**config.mk**
```make
export PLATFORM = sky130hd
export DESIGN_NAME = mant_mult_seq
export DESIGN_NICKNAME = d
export VERILOG_FILES = /design/src/rtl/mult_pkg.sv /design/src/rtl/mant_round.sv /design/src/rtl/mant_mult_seq.sv
export SDC_FILE = /design/constraint.sdc
export NUM_CORES = 1
export LEC_CHECK = 0
export ABC_AREA = 1
export CORE_ASPECT_RATIO = 0.75
export CORE_MARGIN = 3
export CORE_UTILIZATION = 40
export DETAILED_ROUTE_END_ITERATION = 10
export MAX_ROUTING_LAYER = met4
export SYNTH_ARGS = -nofsm -noshare
export SYNTH_HDL_FRONTEND = slang
export SYNTH_SLANG_ARGS = --single-unit
```
**constraint.sdc**
```tcl
create_clock -name clk -period 2.24 [get_ports clk]
set_input_delay 0.224 -clock clk [delete_from_list [all_inputs] [get_ports clk]]
set_output_delay 0.224 -clock clk [all_outputs]
set_load 0.01 [all_outputs]
```
**src/rtl/mult_pkg.sv**
```systemverilog
// Shared constants and state encoding for the half-precision multiplier datapath.
package mult_pkg;

  localparam int unsigned MAN_W    = 10;
  localparam int unsigned SIG_W    = MAN_W + 1;
  localparam int unsigned EXP_BIAS = 15;

  typedef enum logic [1:0] {
    IDLE = 2'd0,
    MUL  = 2'd1,
    NORM = 2'd2,
    DONE = 2'd3
  } state_t;

endpackage

```
**src/rtl/mant_round.sv**
```systemverilog
// Combinational round-to-nearest-even on a normalized fraction.
// Used by mant_mult_seq only when MANT_ROUND_EN is defined.
module mant_round #(
  parameter int unsigned MAN_W = 10
) (
  input  logic [MAN_W-1:0] man,
  input  logic             guard,
  input  logic             sticky,
  input  logic             inc,
  output logic [MAN_W-1:0] man_c,
  output logic             inc_c
);

  logic           round_up;
  logic [MAN_W:0] sum;

  // A carry out of the fraction means the significand reached 2.0.
  always_comb begin
    round_up = guard & (sticky | man[0]);
    sum      = {1'b0, man} + (MAN_W + 1)'(round_up);
    man_c    = sum[MAN_W-1:0];
    inc_c    = inc | sum[MAN_W];
  end

endmodule

```
**src/rtl/mant_mult_seq.sv**
```systemverilog
// Sequential shift-add significand multiplier with normalization.
// Optional round-to-nearest-even in NORM when MANT_ROUND_EN is defined.
module mant_mult_seq #(
  parameter  int unsigned MAN_W = 10,
  localparam int unsigned SIG_W = MAN_W + 1
) (
  input  logic             clk,
  input  logic             rst_n,
  input  logic             start,
  input  logic [SIG_W-1:0] sigA,
  input  logic [SIG_W-1:0] sigB,
  output logic             busy,
  output logic             done,
  output logic [MAN_W-1:0] man,
  output logic             inc,
  output logic             guard,
  output logic             sticky
);
  import mult_pkg::*;

  localparam int unsigned PROD_W = 2 * SIG_W;
  localparam int unsigned CNT_W  = $clog2(SIG_W + 1);

  state_t              state;
  logic [SIG_W-1:0]    mcand;
  logic [SIG_W-1:0]    mplier;
  logic [PROD_W-1:0]   acc;
  logic [CNT_W-1:0]    cnt;

  logic [SIG_W:0]      partial;
  logic                norm_inc;
  logic [MAN_W-1:0]    norm_man;
  logic                norm_guard;
  logic                norm_sticky;
  logic [MAN_W-1:0]    final_man;
  logic                final_inc;

  // One shift-add step: conditionally add the multiplicand into the upper half.
  always_comb begin
    partial = {1'b0, acc[PROD_W-1:SIG_W]};
    if (mplier[0]) begin
      partial = partial + {1'b0, mcand};
    end
  end

  // Normalize so the leading one becomes the hidden bit.
  always_comb begin
    norm_inc = acc[PROD_W-1];
    if (norm_inc) begin
      norm_man    = acc[PROD_W-2 -: MAN_W];
      norm_guard  = acc[PROD_W-2-MAN_W];
      norm_sticky = |acc[PROD_W-3-MAN_W:0];
    end else begin
      norm_man    = acc[PROD_W-3 -: MAN_W];
      norm_guard  = acc[PROD_W-3-MAN_W];
      norm_sticky = |acc[PROD_W-4-MAN_W:0];
    end
  end

`ifdef MANT_ROUND_EN
  mant_round #(
    .MAN_W (MAN_W)
  ) u_round (
    .man    (norm_man),
    .guard  (norm_guard),
    .sticky (norm_sticky),
    .inc    (norm_inc),
    .man_c  (final_man),
    .inc_c  (final_inc)
  );
`else
  assign final_man = norm_man;
  assign final_inc = norm_inc;
`endif

  // Control FSM and datapath registers; outputs held from DONE until the next NORM.
  always_ff @(posedge clk or negedge rst_n) begin
    if (!rst_n) begin
      state  <= IDLE;
      mcand  <= '0;
      mplier <= '0;
      acc    <= '0;
      cnt    <= '0;
      busy   <= 1'b0;
      done   <= 1'b0;
      man    <= '0;
      inc    <= 1'b0;
      guard  <= 1'b0;
      sticky <= 1'b0;
    end else begin
      done <= 1'b0;
      unique case (state)
        IDLE, DONE: begin
          if (start) begin
            mcand  <= sigA;
            mplier <= sigB;
            acc    <= '0;
            cnt    <= '0;
            busy   <= 1'b1;
            state  <= MUL;
          end else begin
            state  <= IDLE;
          end
        end
        MUL: begin
          acc    <= {partial, acc[SIG_W-1:1]};
          mplier <= mplier >> 1;
          cnt    <= cnt + CNT_W'(1);
          if (cnt == CNT_W'(SIG_W - 1)) begin
            state <= NORM;
          end
        end
        NORM: begin
          man    <= final_man;
          inc    <= final_inc;
          guard  <= norm_guard;
          sticky <= norm_sticky;
          busy   <= 1'b0;
          done   <= 1'b1;
          state  <= DONE;
        end
        default: state <= IDLE;
      endcase
    end
  end

endmodule

```
# Yosys cells after proc, flatten, opt, wreduce, memory -nomap -nowiden
# Index checks and enable logic that the tools add are counted.
# W data, S select, Z words.
[word_totals]
ff_bits = 65
latch_bits = 0
ram_bits = 0
romBits = 0
in_bits = 25
out_inout_bits = 15
wordCells = 44
n_memories = 0
[classes]
n_addsub = 2
multipliers = 0
n_div = 0
order_cmp = 0
eq_ne = 6
shifts = 0
n_mux = 16
bitwise_logic = 0
n_reduce_logical = 9
[ops]
columns = ["cell", "n"]
rows = [
  ["$pmux W22 S2", 1],
  ["$mux W22", 1],
  ["$pmux W11 S2", 1],
  ["$add A11 B11 Y12", 1],
  ["$mux W12", 1],
  ["$mux W11", 1],
  ["$mux W10", 1],
  ["$reduce_or A10 Y1", 1],
  ["$reduce_or A9 Y1", 1],
  ["$pmux W4 S2", 1],
  ["$pmux W2 S3", 1],
  ["$reduce_and A2 Y1", 3],
  ["$mux W1", 5],
  ["$add A4 B1 Y4 const B", 1],
  ["$eq A2 B2 Y1 const B", 2],
  ["$eq A4 B4 Y1 const B", 1],
  ["$mux W4", 1],
  ["$ne A2 B2 Y1 const B", 2],
  ["$reduce_bool A2 Y1", 2],
  ["$eq A2 B1 Y1 const B", 1],
  ["$logic_not A2 Y1", 1],
  ["$mux W2", 1],
  ["$pmux W1 S2", 1],
  ["$reduce_or A2 Y1", 1],
]

# Logic depth before layout (Yosys ltp)
[logic_depth]
ltp_word = 4
depth_mapped = 12
mapped_depth_nobuf = 12

# Worst setup path before layout
# OpenSTA, ideal clock, no wires.
[synth_path]
kind = "reg-to-reg"
startpoint = "register acc[11]"
endpoint = "register acc[18]"
setup_ns = 0.126
arrival_ns = 1.551
required_time_ns = 2.114
slack_ns = 0.563
stages_incl_launch_ff = 12
path_buffers = 0
synth_period_minus_slack_ns = 1.677
cell_sequence = "dfrtp_1 -> ha_1 -> inv_1 -> fa_1 -> inv_1 -> nand3_1 -> nand3_1 -> nand2_1 -> nand3_1 -> nand3_1 -> nand2_1 -> o21ai_0"
[synth_via]
elab_chain_cells = 3
[synth_rtl]
columns = ["item", "line", "rtl"]
rows = [
  ["start, declared", "mant_mult_seq.sv:27", "logic [PROD_W-1:0] acc;"],
  ["start signal, assigned", "mant_mult_seq.sv:106", "acc <= {partial, acc[SIG_W-1:1]};"],
  ["$add A11 B11 Y12", "mant_mult_seq.sv:42", "partial = partial + {1'b0, mcand};"],
  ["$mux W12", "mant_mult_seq.sv:41", "if (mplier[0]) begin"],
  ["$pmux W22 S2", "mant_mult_seq.sv:92", "unique case (state)"],
]
# No other way between the ends.
# A chain may end at the register's enable or synchronous reset.

# Final worst setup path
# Ends and elaborated chain as after synthesis.

==> qor.csv <==
metric,value,unit
synth unique cells,28,
top-count cell post-synth,nand2_1,
row cnt,28,
vias,2882,
Worst R2R Setup Slack,0.35,ns
worst-path cell chain,ha_1 > inv_1 > fa_1 > inv_1 > nand3_1 > nand3_1 > nand2_1 > nand3_1 > nand3_1 > nand2_1 > o21ai_0,
RSZ-0062 raised after global routing,false,
synth top area cells,"dfrtp_1 49%, nand2_1 15%, ha_1 5.6%",
CTS tree,done,
Die X,112,µm
top-area cell type share of the netlist area,48.7,%
maxcap violations,0,
cell family with most CP delay,adder cells,
register area share after synthesis,48.7,%
Die ar.,0.00950,mm²
crit path kind,reg -> reg,
pin count of the biggest net entering global routing,38,
Post-CTS Resized,0,
pwr dens,1280,mW/mm²
cells after synthesis,423,
"Net Count, Synth",464,
Worst-path clk slew,0.08,ns
cell area after layout,0.00408,mm²
Fin Hold WS,0.405,ns
vias per cell,4.99,
first-pass GRT wire length,13400,µm
drt total wl,7940,µm
"antenna viol nets, final",0,
Fin Clk Skew,0.0101,ns
Mapped Avg Cell Area,7.90,µm²
Worst-Skew Late Latency,0.34,ns
endpoints failing hold,0,
worst path arrival time,2.11,ns
clock buffer count from CTS,9,
highest clock rate,528,MHz
"area leader, netlist",dfrtp_1,
initial antenna violation count,0,
Post-DP HPWL,5730,µm
drt initial violations,239,
DR DRC count,0,
synthesis-stage register bit count,65,
DRT Pass-1 Iters,4,
IO buf count,39,
Layout fillers,776,
"Slew Viols, Final",0,
vias in the first global route,2646,
Max VDD drop,0.481,mV
fin cells,578,
Synth Flop Type,dfrtp_1,
worst-path fanout max,4,
Core ar.,0.00799,mm²
CTS sink cnt,65,
Post-synth EDFFs,0,
Synth top cells by count,"131 x nand2_1, 65 x dfrtp_1, 45 x nor2_1, 41 x inv_1, 36 x o21ai_0",
GPL Wtd Cong,0.902,
setup_tns,0,ns
worst rel slew slack,55.8,%
total grt overflow,0,
Post-DP Area,0.00387,mm²
status,completed,
crit share post-route,84.5,%
CP max stage cell,dfrtp_1,
WL per Instance,13.7,µm
ys async rst share,100,%
Root Buffer,clkbuf_8,
dpl cells,561,
Setup crit start kind,register,
layout cell share with drive strength beyond 1,6.34,%
post-route setup slack,0.348,ns
synthesis-to-layout area growth,22.1,%
Buf/Inv on CP,2,
GR Util All Layers,18.2,%
"Top cell by count, worst path",nand3_1,
Ant. Diodes,0,
required time worst endpoint,2.46,ns
Leak Pwr,2.03,nW
Initial Util,41.8,%
"Net count, final",509,
CTS H-tree depth,3,
Setup Viol. Count Final,0,
"Warnings, synthesis",0,
Final Core Density,51.1,%
Place WS,0.385,ns
CTS Buffer Depth,2,
setup bufs post-CTS,0,
critical path's largest stage delay,0.42,ns
Mapped Area,0.00334,mm²
post-route minimum period,1.89,ns
Chip Height,85.2,µm
Hold Crit Class,in -> reg,
Worst-Margin Slew,0.663,ns
# IOs,40,
CP endpoint kind,register,
total power,5.23,mW
## what timing repair did
action | 4_1_cts | 5_1_grt
endpoints found under the hold margin | 28 | 0
hold buffers | 1 | 0
endpoints found under the setup margin | 0 | 0
## sequential cells by signal, indices dropped and copies added, names as in the netlist
register,count
acc,22
cnt,4
busy,1
sticky,1
state,2
guard,1
inc,1
man,10
done,1
mcand,11
mplier,11
## worst register-to-register path, delay by kind of cell (launching register included)
| family | cells | cell delay [ns] |
|---|---|---|
| fa+ha+maj | 2 | 0.60 |
| simple gates | 6 | 0.52 |
| flops | 1 | 0.42 |
| buf+inv | 2 | 0.16 |
| compound gates | 1 | 0.07 |
## cell families (layout without fill, tap and decap cells)
family / after synthesis / in the layout / synth area share, %
buffers and inverters: 57 / 107 / 6.89
DFF: 65 / 65 / 48.7
adders and majority gates: 16 / 16 / 6.21
and+or+nand+nor: 202 / 202 / 23.8
AOI/OAI and AO/OA: 78 / 78 / 13.0
muxes: 1 / 1 / 0.337
xor gates and xnor gates: 4 / 4 / 1.05
## placed cells by master (no fill, tap or decap), types with 11 or more instances in the layout
| master | Yosys | final |
|---|---|---|
| nand2_1 | 131 | 131 |
| dfrtp_1 | 65 | 65 |
| nor2_1 | 45 | 45 |
| inv_1 | 41 | 41 |
| clkdlybuf4s50_1 | 0 | 38 |
| o21ai_0 | 36 | 36 |
| nand3_1 | 20 | 20 |
| ha_1 | 15 | 15 |
| a21oi_1 | 12 | 12 |
| o22ai_1 | 11 | 11 |
| a31oi_1 | 11 | 11 |
## cell type report
class	instances	area, µm²	area share [%]
sequential	65	1630	39.9
multi-input combinational	301	1490	36.4
timing repair buffer	49	475	11.7
inverter	42	158	3.87
clock buffer	10	138	3.37
tap	105	131	3.22
clock inverter	6	65.1	1.60
## final timing paths
check,endpoint,startpoint,cells after the start
min in group asynchronous,inc$_DFFE_PN0P_,rst_n,2
setup / recovery,acc[18]$_DFFE_PN0P_,acc[11]$_DFFE_PN0P_,11
max in group asynchronous,mcand[7]$_DFFE_PN0P_,rst_n,3
hold reg to reg,guard$_DFFE_PN0P_,guard$_DFFE_PN0P_,2
hold / removal,mcand[10]$_DFFE_PN0P_,sigA[10],3
setup reg to reg,acc[18]$_DFFE_PN0P_,acc[11]$_DFFE_PN0P_,11
## power by group
| part | leakage, nW | internal (mW) | total [mW] | switching, mW |
|---|---|---|---|---|
| Combinational | 1.08 | 0.907 | 2.36 | 1.45 |
| Sequential | 0.843 | 1.57 | 1.84 | 0.280 |
| Clock | 0.103 | 0.546 | 1.02 | 0.473 |
## per-layer routing
metal	track usage, %	vias to the layer above	wire length [µm]
met5	-	-	0
met4	5.97	0	91
met3	3.99	8	305
met2	23.6	54	3160
met1	27.8	1354	4380
li1	-	1466	-
No activity file was read; power rests on OpenSTA's default activity.
